[src/rtl/gray_step_decoder_pkg.sv]
// Shared definitions for the Gray step decoder: Gray code points, FSM encodings,
// step classes and the Gray-to-binary helpers.
package gray_step_decoder_pkg;

  // Gray code points in up-count order
  localparam logic [1:0] G0 = 2'b00;
  localparam logic [1:0] G1 = 2'b01;
  localparam logic [1:0] G2 = 2'b11;
  localparam logic [1:0] G3 = 2'b10;

  typedef logic [1:0] state_t;
  localparam state_t ST_FILL  = 2'd0;
  localparam state_t ST_RUN   = 2'd1;
  localparam state_t ST_FAULT = 2'd2;

  // Class codes equal the modulo-4 binary difference, so classify() is a subtraction
  typedef logic [1:0] step_cls_t;
  localparam step_cls_t CLS_NONE    = 2'd0;
  localparam step_cls_t CLS_UP      = 2'd1;
  localparam step_cls_t CLS_ILLEGAL = 2'd2;
  localparam step_cls_t CLS_DOWN    = 2'd3;

  // FILL occupies fill counter values 0..FILL_LAST
  localparam logic [1:0] FILL_LAST = 2'd2;

  function automatic logic [1:0] gray2bin(input logic [1:0] g);
    logic [1:0] b;
    b = 2'd0;
    case (g)
      G0: b = 2'd0;
      G1: b = 2'd1;
      G2: b = 2'd2;
      G3: b = 2'd3;
      default: b = 2'd0;
    endcase
    return b;
  endfunction

  function automatic step_cls_t classify(input logic [1:0] cur_g, input logic [1:0] prev_g);
    logic [1:0] diff;
    diff = gray2bin(cur_g) - gray2bin(prev_g);
    return step_cls_t'(diff);
  endfunction

endpackage

[src/rtl/gray_sync2.sv]
// Two-flop synchroniser for a vector that changes at most one bit at a time
// (Gray code), with synchronous reset.
module gray_sync2 #(
  parameter int W = 2
) (
  input  logic         clk,
  input  logic         rst,
  input  logic [W-1:0] d_i,
  output logic [W-1:0] q_o
);

  logic [W-1:0] s1_q;
  logic [W-1:0] s2_q;

  always_ff @(posedge clk) begin
    if (rst) begin
      s1_q <= '0;
      s2_q <= '0;
    end else begin
      s1_q <= d_i;
      s2_q <= s1_q;
    end
  end

  assign q_o = s2_q;

endmodule

[src/rtl/gray_step_decoder.sv]
// Decodes a synchronised 2-bit Gray stream into up/down steps, keeps a wrapping
// position count and flags illegal double-bit jumps (optionally halting in FAULT).
module gray_step_decoder #(
  parameter int CNT_W       = 8,
  parameter bit HALT_ON_ERR = 1'b1
) (
  input  logic             clk,
  input  logic             rst,
  input  logic [1:0]       gray_in,
  input  logic             err_clr,
  input  logic             pos_load,
  input  logic [CNT_W-1:0] pos_val,
  output logic [CNT_W-1:0] pos,
  output logic             step,
  output logic             dir,
  output logic             wrap,
  output logic             err,
  output logic             ready,
  output logic [1:0]       bin_out
);

  import gray_step_decoder_pkg::*;

  localparam logic [CNT_W-1:0] POS_ONE  = CNT_W'(1);
  localparam logic [CNT_W-1:0] POS_MAX  = '1;
  localparam logic [CNT_W-1:0] POS_ZERO = '0;

  logic [1:0]       s2;
  logic [1:0]       prev_q;
  logic [1:0]       bin_q;
  state_t           state_q,    state_d;
  logic [1:0]       fill_cnt_q, fill_cnt_d;
  logic [CNT_W-1:0] pos_q,      pos_d;
  logic             step_q,     step_d;
  logic             dir_q,      dir_d;
  logic             wrap_q,     wrap_d;
  logic             err_q,      err_d;
  step_cls_t        cls;

  gray_sync2 #(.W(2)) u_sync (
    .clk (clk),
    .rst (rst),
    .d_i (gray_in),
    .q_o (s2)
  );

  always_comb begin
    cls        = classify(s2, prev_q);
    state_d    = state_q;
    fill_cnt_d = fill_cnt_q;
    pos_d      = pos_q;
    step_d     = 1'b0;
    dir_d      = dir_q;
    wrap_d     = 1'b0;
    err_d      = err_q;

    case (state_q)
      ST_FILL: begin
        // Wait until s1, s2 and prev all hold post-reset samples
        if (fill_cnt_q == FILL_LAST) begin
          state_d    = ST_RUN;
          fill_cnt_d = 2'd0;
        end else begin
          fill_cnt_d = fill_cnt_q + 2'd1;
        end
      end
      ST_RUN: begin
        if (err_clr) begin
          err_d = 1'b0;
        end
        case (cls)
          CLS_NONE: ;
          CLS_UP: begin
            step_d = 1'b1;
            dir_d  = 1'b1;
            pos_d  = pos_q + POS_ONE;
            wrap_d = (pos_q == POS_MAX);
          end
          CLS_DOWN: begin
            step_d = 1'b1;
            dir_d  = 1'b0;
            pos_d  = pos_q - POS_ONE;
            wrap_d = (pos_q == POS_ZERO);
          end
          CLS_ILLEGAL: begin
            err_d = 1'b1;
            if (HALT_ON_ERR) begin
              state_d = ST_FAULT;
            end
          end
          default: ;
        endcase
      end
      ST_FAULT: begin
        if (err_clr) begin
          err_d      = 1'b0;
          state_d    = ST_FILL;
          fill_cnt_d = 2'd0;
        end
      end
      default: begin
        state_d    = ST_FILL;
        fill_cnt_d = 2'd0;
      end
    endcase

    // A load overrides the count value but not the step/dir report
    if (pos_load) begin
      pos_d  = pos_val;
      wrap_d = 1'b0;
    end
  end

  always_ff @(posedge clk) begin
    if (rst) begin
      prev_q     <= 2'b00;
      bin_q      <= 2'b00;
      state_q    <= ST_FILL;
      fill_cnt_q <= 2'd0;
      pos_q      <= '0;
      step_q     <= 1'b0;
      dir_q      <= 1'b0;
      wrap_q     <= 1'b0;
      err_q      <= 1'b0;
    end else begin
      prev_q     <= s2;
      bin_q      <= gray2bin(s2);
      state_q    <= state_d;
      fill_cnt_q <= fill_cnt_d;
      pos_q      <= pos_d;
      step_q     <= step_d;
      dir_q      <= dir_d;
      wrap_q     <= wrap_d;
      err_q      <= err_d;
    end
  end

  assign pos     = pos_q;
  assign step    = step_q;
  assign dir     = dir_q;
  assign wrap    = wrap_q;
  assign err     = err_q;
  assign ready   = (state_q == ST_RUN);
  assign bin_out = bin_q;

endmodule

[config.mk]
export PLATFORM = sky130hd
export DESIGN_NAME = gray_step_decoder
export DESIGN_NICKNAME = d
export VERILOG_FILES = /design/src/rtl/gray_step_decoder_pkg.sv /design/src/rtl/gray_sync2.sv /design/src/rtl/gray_step_decoder.sv
export SDC_FILE = /design/constraint.sdc
export NUM_CORES = 1
export LEC_CHECK = 0
export BUFFER_PORTS_ARGS = -buffer_cell sky130_fd_sc_hd__buf_4
export CAP_MARGIN = 20
export CORE_MARGIN = 2
export CORE_UTILIZATION = 58
export DETAILED_ROUTE_END_ITERATION = 8
export PLACE_DENSITY_LB_ADDON = 0.25
export SLEW_MARGIN = 10
export SYNTH_ARGS = -nofsm -noshare
export SYNTH_HDL_FRONTEND = slang
export SYNTH_SLANG_ARGS = --single-unit
[constraint.sdc]
create_clock -name clk -period 4.42 [get_ports clk]
set_clock_uncertainty 0.2 [all_clocks]
set_input_delay 0.884 -clock clk [delete_from_list [all_inputs] [get_ports clk]]
set_output_delay 0.884 -clock clk [all_outputs]
set_load 0.1 [all_outputs]
# After elaboration in Yosys (flattened, before gate mapping)
# Index checks and enable logic that the tools add are counted.
# word_totals
register_bits	24
inputBits	14
output_inout_bits	15
# classes
addsub	4
n_eq_ne	16
muxes	17
n_bitwise	1
n_reduce_logical	15
# op_table
op	n
$eq 2x2->1 const B	8
$mux 8	2
$pmux 2 s4	2
$pmux 8 s2	1
$pmux 2 s3	2
$add 8x1->8 const B	1
$eq 2x1->1 const B	4
$eq 8x8->1 const B	1
$logic_not 8->1	1
$mux 2	4
$sub 8x1->8 const B	1
$logic_not 2->1	3
$pmux 1 s2	3
$reduce_and 2->1	3
$reduce_bool 2->1	3
$ne 2x2->1 const B	2
$reduce_or 2->1	2
$mux 1	3
$reduce_and 3->1	1
$reduce_bool 3->1	1
$reduce_or 3->1	1
$add 2x1->2 const B	1
$ne 2x1->1 const B	1
$sub 2x2->2	1
$not 1->1	1

# Logic depth before layout (Yosys ltp)
# Gate-level depths: netlist of run 1.
# logic_depth
depth_word	7
mapped_depth	14
mapped_depth_nobuf	13

# Modules after synthesis
# From an unflattened synthesis of run 1, not the netlist that was laid out.
# hier_totals
cells_unflattened	154
hier_area_um2	1320.0
# by_module_without_submodules
mod	instances	cells_per_inst	area_per_inst_um2	seq_area_each_um2
gray_step_decoder	1	146	1214.9	400.4
gray_sync2	1	8	105.1	80.1

# Least setup slack after synthesis of run 1
# Ideal clock, no wire load.
# synth_timing
path_type	flip-flop to flip-flop
start	register u_sync.s2_q[1] (netlist: u_sync.q_o[1])
end	register pos_q[6] (netlist: pos[6])
setup_ns	0.091
arrival_ns	2.638
required_ns	4.129
slack_ns	1.491
stages_incl_launch_ff	13
period_less_slack_ns	2.929
path_cell_list	dfxtp_1 > inv_1 > ha_1 > inv_1 > ha_1 > xor3_2 > nand2_1 > xnor2_1 > ha_1 > nor4b_2 > mux2i_1 > or3_1 > a311oi_1
# synth_between
elab_chain_len	7
word_cells_on_any_way	13
classes_between	add/sub: 1; eq/ne: 5; mux: 4; reduce/logical: 3
# synth_rtl
item	line	text
start, declared	gray_sync2.sv:13	logic [W-1:0] s2_q;
start signal, assigned	gray_sync2.sv:21	s2_q <= s1_q;
$eq 2x2->1, or another cell as far along	gray_step_decoder_pkg.sv:29	case (g)
$pmux 2 s4 (*)	gray_step_decoder_pkg.sv:29	
$sub 2x2->2 (*)	gray_step_decoder_pkg.sv:41	diff = gray2bin(cur_g) - gray2bin(prev_g);
$eq 2x2->1 or $eq 2x1->1 (tied branches)	gray_step_decoder.sv:71	case (cls)
$pmux 8 s2	gray_step_decoder.sv:71	
$mux 8	gray_step_decoder.sv:57	case (state_q)
$mux 8	gray_step_decoder.sv:108	if (pos_load) begin
end signal, assigned	gray_step_decoder.sv:130	pos_q <= pos_d;
end, declared	gray_step_decoder.sv:33	logic [CNT_W-1:0] pos_q, pos_d;
# Every way passes the cells marked *; elsewhere a longest branch is shown, timed or not. The select of a mux whose other input is x is not followed.
# A chain may end at the register's enable or synchronous reset.

# Final worst setup path of run 1
# Ends and elaborated chain as after synthesis.

==> results by group, run 1 <==
Clocking
  – Hold Buf Count CTS: 0
  – CTS buffer count: 3
  – Buffer count from post-CTS setup fixing: 0
  – CTS Sinks: 24
  – Resize count post-CTS: 0
  – Clock transition at path regs: 140 ps
  – Clk buf depth: 2
  – Clock Tree Root: clkbuf_4
  – Clk_lat worst skew: 330 ps
  – TritonCTS clock tree: done
  – Htree depth: 1

Timing
  – Final hold slack: 268 ps
  – Period utilization: 76.2%
  – RSZ-0062 raised after global routing: no
  – Setup violators final: 0
  – FMAX: 297 MHz
  – Worst-margin pin slew: 664 ps
  – Final min period: 3370 ps
  – Setup TNS: 0 ps
  – Slew headroom: 55.6%
  – Pins Over Slew Limit: 0
  – Fin. Hold Viols: 0

Yosys
  – Synth Register Bits: 24
  – Async S/R FF share, synth: 0%
  – Area leader, netlist: dfxtp_1
  – Synth top area share: 32.9%
  – Post-Syn Instances: 166
  – Synthesized area per cell: 8.79 µm²
  – Netlist cell types: 45
  – EDFF count, synth: 0
  – Ys flop type: dfxtp_1
  – Yosys warns: 0
  – Area of the mapped netlist: 1460 µm²
  – Syn_nets: 191
  – Register area share after synthesis: 32.9%
  – Synth top area cells: dfxtp_1, ha_1, nor2_1

Die
  – Die width: 54.2 µm
  – Row count: 18
  – Starting Density: 60.0%
  – IO Count: 29
  – Total core area: 2430 µm²
  – Die area: 2930 µm²
  – Die H: 54.2 µm

Layout
  – Nets: 214
  – Seq. cell area: 480 µm²
  – Area Overhead vs Synth: 16.4%
  – Fraction of layout cells with a size suffix above 1: 21.3%
  – Footprint of the multi-input gates: 876 µm²
  – # fillers: 192
  – Diode count: 0
  – Final instance area: 1700 µm²

Routing
  – Via/cell ratio: 5.70
  – Final wirelength: 3.18 mm
  – Router iterations before antenna repair: 4
  – Drt initial violations: 38
  – Final ANT Viol Nets: 0
  – Wirelength per Cell: 14.6 µm
  – Residual DRC: 0
  – Via count: 1243

Worst setup path
  – Crit path to: pos[6]
  – CP Data Required Time: 4450 ps
  – R2R depth: 12
  – R2R Setup Slk: 1050 ps
  – WP data arrival: 3400 ps
  – CP Capture Type: register
  – Crit Path Category: register to register
  – Critical R2R Capture: pos[6]
  – Crit Path Max Fanout: 9
  – Crit path launch type: register
  – R2R Path Start: u_sync.q_o[1]
  – Worst setup path startpoint: u_sync.q_o[1]

Status
  – Status: finished, final reports clean

Pwr
  – Peak supply drop: 0.000280 V
  – Leak Pwr: 0.711 nW
  – Total power: 0.000647 W
  – PwrDens: 381 nW/µm²

Placement
  – Post-DP HPWL: 2.30 mm
  – Final Wtd Congestion: 0.961
  – IO Port Bufs: 28
  – Cell Area, Placed: 1650 µm²

Global route
  – Global-route wire length before repair: 5.24 mm
  – Vias in the first global route: 1156
  – Grt ovf: 0
  – All-Layer GR Usage: 24.9%
  – Largest net degree at the start of global routing: 28
  – Antenna violations before repair: 0

Min path
  – Hold path depth: 1
  – Hold Crit Class: register to register
  – Hold Crit Start: u_sync.s1_q[0]

Job
  – Total of max-cap violations: 0
cells in the mapped netlist, types with 3 or more instances:
| cell | count |
|---|---|
| a211oi_1 | 3 |
| a21oi_1 | 8 |
| buf_6 | 3 |
| clkbuf_1 | 6 |
| dfxtp_1 | 24 |
| ha_1 | 11 |
| inv_1 | 11 |
| mux2i_1 | 4 |
| nand2_1 | 15 |
| nor2_1 | 20 |
| nor2b_1 | 7 |
| nor3_1 | 6 |
| nor4_1 | 3 |
| xnor2_1 | 5 |
logic make-up (layout without fill, tap and decap cells):
family                     after synthesis  count (layout)  synth area share, %
and+or+nand+nor                         71              71                 27.7
AOI/OAI and AO/OA                       28              28                 13.8
DFF                                     24              24                 32.9
buffers and inverters                   21              43                 7.03
adders and majority gates               11              11                 9.43
xor gates and xnor gates                 7               7                 6.35
muxes                                    4               4                 2.74
cell usage in the layout, fill, tap and decap left out, types with 3 or more instances in the layout:
master and n:
dfxtp_1 24, nor4_1 3, buf_4 28, clkbuf_4 3
nor3_1 6, nor2b_1 7, nor2_1 20, ha_1 11
a211oi_1 3, a21oi_1 8, nand2_1 15, mux2i_1 4
inv_1 11, xnor2_1 5
critical path, stage by stage (launching register included):
cell,delay [ps]
dfxtp_1,390
inv_1,70
ha_1,270
inv_1,50
ha_1,210
xor3_2,540
nand2_1,100
xnor2_1,130
ha_1,270
nor4b_2,270
mux2i_1,140
or3_1,320
a311oi_1,310
how the worst min path moves through the flow:
stage	end	slack, ps
global placement	u_sync.q_o[0]	220
detailed placement	u_sync.q_o[0]	240
CTS	u_sync.q_o[0]	270
finish	u_sync.q_o[0]	270
global route	u_sync.q_o[0]	270
floorplan	u_sync.q_o[0]	210
routing by layer:
metal | vias up | track usage (%) | routed length [µm]
met3 | 8 | 4.44 | 160
met4 | 0 | 11.7 | 54
li1 | 621 | - | -
met2 | 49 | 44.2 | 1590
met1 | 565 | 28.5 | 1370
met5 | - | 0 | 0
metrics by stage:
stage / setup slack [ps] / utilization (%) / instances
2_1_floorplan: 1490 / - / 166
4_1_cts: 1050 / 69.8 / 218
6_report: 1050 / 69.8 / 218
3_5_place_dp: 1080 / 67.6 / 214
3_3_place_gp: 1380 / 67.6 / 214
5_1_grt: 828 / 69.8 / 218
power breakdown:
group          switching (W)  internal (W)
Clock              0.0000730     0.0000918
Combinational       0.000152     0.0000722
Sequential         0.0000223      0.000236
Total               0.000247      0.000400
final cells by class:
type / instances / area share, %
clock buffer: 3 / 1.33
clock inverter: 1 / 1.77
sequential: 24 / 28.3
timing repair buffer: 28 / 12.4
tap: 30 / 2.21
inverter: 11 / 2.43
multi-input combinational: 121 / 51.6
registers in the layout, indices dropped and copies added (netlist names):
signal,count
bin_out,2
dir,1
err,1
fill_cnt_q,2
pos,8
prev_q,2
state_q,2
step,1
u_sync.q_o,2
u_sync.s1_q,2
wrap,1
Power figures use the tool's default switching activity.
==> run 2: changes to the inputs <==
- CORE_UTILIZATION: 58 -> 54
- clock period: 4.42 -> 3.3 ns (I/O delays scaled with it)
==> results by group, run 2 (same netlist as run 1, synthesis figures left out) <==
Status
  – Status: finished, final reports clean

Timing
  – Pins Over Slew Limit: 0
  – Setup violators final: 0
  – Period utilization: 92.1%
  – Fin. Hold Viols: 0
  – Final min period: 3040 ps
  – Setup TNS: 0 ps
  – Worst-margin pin slew: 450 ps
  – FMAX: 329 MHz
  – Min setup slack post-route: 260 ps
  – RSZ-0062 raised after global routing: no
  – Slew headroom: 69.9%

Pwr
  – Total power: 0.000864 W
  – PwrDens: 502 nW/µm²
  – Peak supply drop: 0.000455 V
  – Leak Pwr: 0.726 nW

Routing
  – Final ANT Viol Nets: 0
  – Wirelength per Cell: 13.2 µm
  – Via count: 1237
  – Residual DRC: 0
  – Via/cell ratio: 5.60
  – Drt initial violations: 36
  – Router iterations before antenna repair: 4
  – Final wirelength: 2.91 mm

Global route
  – All-Layer GR Usage: 20.8%
  – Global-route wire length before repair: 5.30 mm
  – Largest net degree at the start of global routing: 28
  – Antenna violations before repair: 0
  – Grt ovf: 0
  – Vias in the first global route: 1234

Die
  – Die width: 56.0 µm
  – Starting Density: 57.8%
  – Die area: 3130 µm²
  – Die H: 56.0 µm
  – Total core area: 2520 µm²
  – IO Count: 29
  – Row count: 18

Worst setup path
  – Worst path cell trace: inv_1 -> ha_1 -> inv_1 -> ha_1 -> xor3_2 -> nand2_1 -> xnor2_1 -> ha_1 -> nor4b_2 -> mux2i_1 -> or3_1 -> a311oi_1
  – Worst path bufs/invs: 2
  – Crit Path Max Fanout: 6
  – Crit path launch type: register
  – CP Data Required Time: 3340 ps
  – Worst path slowest cell: xor3_2
  – Worst path top cell family by delay: adder cells
  – Critical Path Stages: 12
  – Crit Path Category: register to register
  – R2R depth: 12
  – Cell mode on critical path: ha_1
  – CP Capture Type: register
  – Slowest stage delay, CP: 430 ps
  – WP data arrival: 3080 ps

Layout
  – Nets: 217
  – Fraction of layout cells with a size suffix above 1: 22.5%
  – Commonest non-fill, non-tap cell in the layout: buf_4
  – Layout Cells excl Fill: 221
  – Final instance area: 1720 µm²
  – Diode count: 0
  – Max FFs per register: 8
  – Area Overhead vs Synth: 17.9%
  – Most frequent cells in the layout: buf_4, dfxtp_1, nor2_1, nand2_1

Clocking
  – CTS buffer count: 3
  – CTS Sinks: 24
  – Hold Buf Count CTS: 0
  – Htree depth: 1
  – TritonCTS clock tree: done
  – Clock transition at path regs: 140 ps
  – Resize count post-CTS: 0
  – Clk_lat worst skew: 320 ps
  – Buffer count from post-CTS setup fixing: 0
  – Clock Tree Root: clkbuf_4
  – Clk buf depth: 2

Job
  – Total of max-cap violations: 0

Placement
  – Pre-CTS WS: 273 ps
  – Post-placement cell count: 217
  – Post-DP HPWL: 2.18 mm
  – IO Port Bufs: 28
  – Cell Area, Placed: 1670 µm²
  – Final Wtd Congestion: 0.823

Min path
  – Hold path depth: 1
  – Hold Crit Class: register to register
[run 2: stage by stage]
step / hold WS (ps) / utilization, %
CTS: 278 / 68.2
global placement: 245 / 66.1
floorplan: 214 / -
detailed placement: 256 / 66.1
finish: 273 / 68.2
global route: 295 / 68.2
[run 2: routing by layer]
| metal | vias to the layer above | part of all wire (%) | global-route usage [%] |
|---|---|---|---|
| met2 | 39 | 49 | 34.1 |
| met3 | 6 | 5.5 | 3.02 |
| met5 | - | 0 | 0 |
| met1 | 567 | 45 | 27.7 |
| li1 | 625 | - | - |
| met4 | 0 | 0.79 | 7.48 |
[run 2: cell type report]
class	count	area (µm²)
multi-input cells	121	876
fillers	230	802
flip-flops and latches	24	480
repair buffers	31	233
inverters	11	41.3
well taps	30	37.5
clock inverters	1	30.0
clock buffers	3	22.5
[run 2: where the power goes]
group,switching [W],internal (W)
logic,0.000205,0.000101
registers,0.0000288,0.000317
clock network,0.0000907,0.000123
total,0.000324,0.000540
[run 2: worst paths after layout]
| kind | from | end | slack (ps) |
|---|---|---|---|
| min | u_sync.s1_q[0] | u_sync.q_o[0] | 270 |
| max reg2reg | u_sync.q_o[0] | pos[6] | 260 |
| max | u_sync.q_o[0] | pos[6] | 260 |
| min reg2reg | u_sync.s1_q[0] | u_sync.q_o[0] | 270 |
